### src/rtl/lcd_init_seq.sv
// Panel init sequencer: after power-ready, walks a small command ROM and emits
// command/data bytes over a valid/ready handshake, with embedded ms delays.
module lcd_init_seq #(
   parameter int CLK_FREQ  = 12000000,
   parameter int ROM_DEPTH = 32
) (
   input  logic       clk,
   input  logic       reset,
   input  logic       pwr_ready,
   output logic [7:0] tx_data,
   output logic       tx_dc,
   output logic       tx_valid,
   input  logic       tx_ready,
   output logic       busy,
   output logic       init_done
);

   localparam int T  = CLK_FREQ / 1000;
   localparam int AW = (ROM_DEPTH > 1) ? $clog2(ROM_DEPTH) : 1;
   localparam int TW = (T > 1) ? $clog2(T) : 1;

   localparam logic [TW-1:0] T_LAST   = TW'(T - 1);
   localparam logic [AW-1:0] LAST_IDX = AW'(ROM_DEPTH - 1);

   typedef enum logic [1:0] {
      TY_CMD   = 2'b00,
      TY_DATA  = 2'b01,
      TY_DELAY = 2'b10,
      TY_END   = 2'b11
   } entry_t;

   typedef enum logic [2:0] {
      S_IDLE,
      S_FETCH,
      S_SEND,
      S_DELAY,
      S_DONE
   } state_t;

   state_t        state, state_next;
   logic [AW-1:0] index, index_next;
   logic [7:0]    data_next;
   logic          dc_next;
   logic          valid_next;
   logic [TW-1:0] tick_cnt, tick_next;
   logic [8:0]    ms_left, ms_next;

   logic [9:0]    rom_word;
   entry_t        rom_type;
   logic [7:0]    rom_value;

   // Command ROM; the last addressable entry always reads as END so the index
   // can never run past the table.
   always_comb begin
      rom_word = {2'b11, 8'h00};
      case (int'(index))
         0:       rom_word = {2'b00, 8'h01};
         1:       rom_word = {2'b10, 8'd150};
         2:       rom_word = {2'b00, 8'h11};
         3:       rom_word = {2'b10, 8'd120};
         4:       rom_word = {2'b00, 8'h3A};
         5:       rom_word = {2'b01, 8'h55};
         6:       rom_word = {2'b00, 8'h29};
         default: rom_word = {2'b11, 8'h00};
      endcase
      if (index == LAST_IDX) begin
         rom_word = {2'b11, 8'h00};
      end
   end

   assign rom_type  = entry_t'(rom_word[9:8]);
   assign rom_value = rom_word[7:0];

   always_ff @(posedge clk) begin
      if (reset) begin
         state    <= S_IDLE;
         index    <= '0;
         tx_data  <= '0;
         tx_dc    <= 1'b0;
         tx_valid <= 1'b0;
         tick_cnt <= '0;
         ms_left  <= '0;
      end else begin
         state    <= state_next;
         index    <= index_next;
         tx_data  <= data_next;
         tx_dc    <= dc_next;
         tx_valid <= valid_next;
         tick_cnt <= tick_next;
         ms_left  <= ms_next;
      end
   end

   always_comb begin
      state_next = state;
      index_next = index;
      data_next  = tx_data;
      dc_next    = tx_dc;
      valid_next = tx_valid;
      tick_next  = tick_cnt;
      ms_next    = ms_left;

      case (state)
         S_IDLE: begin
            index_next = '0;
            valid_next = 1'b0;
            if (pwr_ready) begin
               state_next = S_FETCH;
            end
         end

         S_FETCH: begin
            case (rom_type)
               TY_CMD, TY_DATA: begin
                  state_next = S_SEND;
                  data_next  = rom_value;
                  dc_next    = (rom_type == TY_DATA);
                  valid_next = 1'b1;
               end
               TY_DELAY: begin
                  state_next = S_DELAY;
                  tick_next  = '0;
                  ms_next    = (rom_value == 8'd0) ? 9'd256 : {1'b0, rom_value};
               end
               TY_END: begin
                  state_next = S_DONE;
               end
            endcase
         end

         S_SEND: begin
            if (tx_ready) begin
               valid_next = 1'b0;
               index_next = index + AW'(1);
               state_next = S_FETCH;
            end
         end

         // One ms per tick_cnt wrap; leaves on the wrap that consumes the last ms.
         S_DELAY: begin
            if (tick_cnt == T_LAST) begin
               tick_next = '0;
               if (ms_left == 9'd1) begin
                  index_next = index + AW'(1);
                  state_next = S_FETCH;
               end else begin
                  ms_next = ms_left - 9'd1;
               end
            end else begin
               tick_next = tick_cnt + TW'(1);
            end
         end

         S_DONE: begin
         end

         default: begin
            state_next = S_IDLE;
         end
      endcase

      // Power loss aborts from anywhere, even mid-handshake.
      if (state != S_IDLE && !pwr_ready) begin
         state_next = S_IDLE;
         index_next = '0;
         data_next  = '0;
         dc_next    = 1'b0;
         valid_next = 1'b0;
      end
   end

   assign busy      = (state == S_FETCH) || (state == S_SEND) || (state == S_DELAY);
   assign init_done = (state == S_DONE);

endmodule

### config.mk
export PLATFORM = sky130hd
export DESIGN_NAME = lcd_init_seq
export DESIGN_NICKNAME = d
export VERILOG_FILES = /design/src/rtl/lcd_init_seq.sv
export SDC_FILE = /design/constraint.sdc
export NUM_CORES = 1
export LEC_CHECK = 0
export CORE_MARGIN = 1.5
export CORE_UTILIZATION = 53
export DETAILED_ROUTE_END_ITERATION = 10
export HOLD_SLACK_MARGIN = 0.06
export MAX_ROUTING_LAYER = met4
export PLACE_DENSITY = 0.81
export RECOVER_POWER = 25
export SLEW_MARGIN = 10
export SYNTH_ARGS = -nofsm -noshare
export SYNTH_HDL_FRONTEND = slang
export SYNTH_SLANG_ARGS = --single-unit
### constraint.sdc
create_clock -name clk -period 5.41 [get_ports clk]
set_clock_uncertainty 0.15 [all_clocks]
set_input_delay 0.541 -clock clk [delete_from_list [all_inputs] [get_ports clk]]
set_output_delay 0.541 -clock clk [all_outputs]
set_load 0.01 [all_outputs]
==> impl_summary.log <==
[metrics] status: finished, final reports clean
[metrics] Worst Hold Margin: 0.317 ns
[metrics] clock tree from TritonCTS: yes
[metrics] initial antenna violation count: 0
[metrics] ratio of cells with drive above 1 in the final layout: 0.0476
[metrics] Slew headroom: 0.300
[metrics] f_max: 297 MHz
[metrics] Die H: 69.4 um
[metrics] vias per cell: 6.32
[metrics] Max H-tree Level: 2
[metrics] final setup margin: 2.04 ns
[metrics] cell accounting for the most synthesized area: sky130_fd_sc_hd__dfxtp_1
[metrics] Total GRT Usage: 0.238
[metrics] cell leakage power: slightly above 0.9 nW
[metrics] Post-CTS Resized: 0
[metrics] total CTS buffers: 5
[metrics] worst-case reg-to-reg path depth: 8
[metrics] Setup crit end kind: register
[metrics] Hold Vio Cnt, Final: 0
[metrics] post-detailed-route DRC marker count: 0
[metrics] most common library cell in the layout ignoring fill and taps: sky130_fd_sc_hd__dfxtp_1
[metrics] most area-consuming cells after synthesis: sky130_fd_sc_hd__dfxtp_1 (34%), sky130_fd_sc_hd__a21oi_1 (6.2%), sky130_fd_sc_hd__nor2_1 (5.6%)
[metrics] CTS max path bufs: 2
[metrics] clock insertion delay at the later pin of the skew report: roughly 0.30 ns
[metrics] Setup Total Neg Slack: 0 ns
[metrics] global-route met3 utilization: 0.0436
[metrics] grt met1 use: 0.313
[metrics] Hold Crit Start: tx_data[2]$_SDFFE_PP0P_
[metrics] Setup-failing EPs final: 0
[metrics] DR WL/cell: approximately 16 um
[metrics] number of nets in the layout: 305
[metrics] data required time of the worst path: 5.45 ns
[metrics] detailed-routing iteration count for the pre-antenna-repair pass: 4
[metrics] routed wire length: 5.35 mm
[metrics] GPL Wtd Cong: about 0.82
[metrics] post-route antenna net violation count: 0
[metrics] core region area: 4120 um^2
[metrics] share of Yosys cell area claimed by the top area cell type: 0.342
[metrics] number of clock sinks: 40
[metrics] path type of the worst min-delay path: reg -> reg
[metrics] number of warning messages in the yosys log: 0
[metrics] IO buf count: 15
[metrics] Avg Synthesized Cell Area: slightly above 8 um^2
[metrics] Post-Syn Area: 2340 um^2
[metrics] Power per Cell Area: 215 nW/um^2
[metrics] area of combinational cells with multiple inputs: 1430 um^2
[metrics] growth of design area from synthesis to finish: 10.1%
[metrics] number of maximum-capacitance constraint violations: 0
[metrics] predominant post-synthesis flop cell: sky130_fd_sc_hd__dfxtp_1
[metrics] Initial Utilization: 0.568
[metrics] capturing element of the worst setup path: tx_dc$_SDFFE_PP0P_
[metrics] pre-CTS setup slack: 2.06 ns
[metrics] met2 usage: 0.369
[metrics] post-layout min period: 3.37 ns
[metrics] crit path max fanout: 10
[metrics] number of enable-type register cells in the synthesized netlist: 0
[metrics] initial drt markers: 201
[metrics] category of the worst setup path launch point: register
[metrics] final std cells w/o fill: 344
[metrics] Net Count, Synth: around 300
[metrics] most frequent cells in the layout: sky130_fd_sc_hd__dfxtp_1 (40), sky130_fd_sc_hd__nor2_1 (35), sky130_fd_sc_hd__a21oi_1 (29)
[metrics] Tightest Pin Transition: 1.05 ns
[metrics] Post-CTS Setup Bufs: 0
[metrics] Die Outline Area: 4820 um^2
[metrics] wire length of the first global-routing pass: between 9 and 10 mm
[metrics] end-of-flow core utilization: 0.625
[metrics] storage element area: about 800 um^2
[metrics] RR Endpoint: tx_dc$_SDFFE_PP0P_
[metrics] global-route congestion overflow total: 0
[metrics] flip-flop and latch count after synthesis: 40
[metrics] overall via count from detail_route: 2175
[metrics] ANT cells: 0
[metrics] critical setup path kind: reg -> reg
[metrics] RSZ-0062 raised after global routing: false
[metrics] distinct cell type count of the synthesized netlist: 49
[metrics] clock-pin slew on the worst setup and hold paths: 0.07 ns
[metrics] maximum number of pins on one net before global-route repair: 33
[metrics] top-level I/O count: 16
[metrics] Placed Cells incl. Taps: 336
[metrics] highest-utilization routing layer at the global route stage: met2
[metrics] start point of the critical path: index[0]$_SDFFE_PP0P_
[metrics] Root Buffer Master: sky130_fd_sc_hd__clkbuf_8
[metrics] fillcell total: 370
[metrics] number of placement rows: 23
[metrics] share of the yosys chip area belonging to registers: 0.342
[metrics] die outline width: ~69 um
[metrics] Gate Count Post-Synth: about 290
[metrics] Final Cycle Share: 0.623
[metrics] share of async-settable or async-resettable flops after synthesis: 0
[metrics] hold buffer count at cts: 0
[metrics] arrival time of data at the critical path endpoint: 3.41 ns
[metrics] HPWL reported at the end of detailed placement: 3.70 mm
[metrics] vias in the first global route: about 2000
[metrics] R2R setup slack: 2.04 ns
[metrics] source of the worst register-to-register timing path: index[0]$_SDFFE_PP0P_
[metrics] IR Drop Worst-Case VDD: 0.173 mV
[metrics] Slew Limit Fails: 0
logic make-up (layout without fill, tap and decap cells):
family	after synthesis	after routing	synth area share
flip-flops	40	40	0.342
XOR/XNOR	1	1	0.00375
buffers and inverters	27	32	0.0466
AO/OA/AOI/OAI	85	85	0.239
adder cells (fa/ha/maj)	8	8	0.0428
AND/OR/NAND/NOR	121	121	0.295
multiplexers	7	7	0.0300
flip-flops by register name (all words and copies together) (netlist names):
register / flops
tick_cnt: 14
ms_left: 9
tx_data: 7
index: 5
state: 3
tx_dc: 1
tx_valid: 1
power breakdown:
part,switching [W],internal (W)
registers,0.00000435,0.000298
logic,0.0000261,0.0000183
clock network,0.000102,0.000104
total,0.000132,0.000420
critical path, cell delays in order (launching register included):
cell and delay, ns:
sky130_fd_sc_hd__dfxtp_1 0.36, sky130_fd_sc_hd__ha_1 0.27, sky130_fd_sc_hd__and3_1 0.20, sky130_fd_sc_hd__ha_1 0.19, sky130_fd_sc_hd__or3_1 0.42, sky130_fd_sc_hd__a2111oi_4 0.48
sky130_fd_sc_hd__nor2b_1 0.73, sky130_fd_sc_hd__a31oi_1 0.28, sky130_fd_sc_hd__o21a_1 0.18
metal layers:
layer  wire [um]  part of all wire
met5           0                 0
met4          80             0.015
met3         199             0.037
met2        2480              0.46
met1        2590              0.48
per-stage QoR:
stage | instance area (um^2) | power (W)
2_1_floorplan | 2340 | 0.000339
3_3_place_gp | 2480 | 0.000354
3_5_place_dp | 2480 | 0.000354
4_1_cts | 2570 | 0.000557
5_1_grt | 2570 | 0.000573
6_report | 2570 | 0.000552
layout make-up:
type | count | share of cell area
multi-input combinational | 222 | 0.555
sequential | 40 | 0.311
timing repair buffer | 17 | 0.0642
clock buffer | 8 | 0.0350
tap | 50 | 0.0243
inverter | 7 | 0.0102
cells in the mapped netlist, types with 4 or more instances:
library cell	number
sky130_fd_sc_hd__nor4_1	6
sky130_fd_sc_hd__or4_1	4
sky130_fd_sc_hd__inv_1	7
sky130_fd_sc_hd__a31oi_1	6
sky130_fd_sc_hd__a21oi_1	29
sky130_fd_sc_hd__nand3b_1	5
sky130_fd_sc_hd__ha_1	8
sky130_fd_sc_hd__nor2b_1	9
sky130_fd_sc_hd__nand2_1	10
sky130_fd_sc_hd__mux2i_1	7
sky130_fd_sc_hd__dfxtp_1	40
sky130_fd_sc_hd__nand3_1	5
sky130_fd_sc_hd__clkbuf_1	16
sky130_fd_sc_hd__o21a_1	5
sky130_fd_sc_hd__nor3_1	15
sky130_fd_sc_hd__or3_1	4
sky130_fd_sc_hd__a22oi_1	5
sky130_fd_sc_hd__nor2_1	35
sky130_fd_sc_hd__o31ai_1	7
sky130_fd_sc_hd__o21ai_0	14
sky130_fd_sc_hd__nand2b_1	5
sky130_fd_sc_hd__a211oi_1	7
worst min-delay path by stage:
stage                               to  slack, ns  cells after the start
3_3_place_gp   tx_data[6]$_SDFFE_PP0P_       0.30                      1
2_1_floorplan  ms_left[7]$_SDFFE_PP0P_       0.31                      2
4_1_cts        tx_data[2]$_SDFFE_PP0P_       0.32                      1
6_report       tx_data[2]$_SDFFE_PP0P_       0.32                      1
5_1_grt        tx_data[7]$_SDFFE_PP0P_       0.34                      1
3_5_place_dp   tx_data[6]$_SDFFE_PP0P_       0.31                      1
Note: power is estimated with default switching activity, not from simulation.
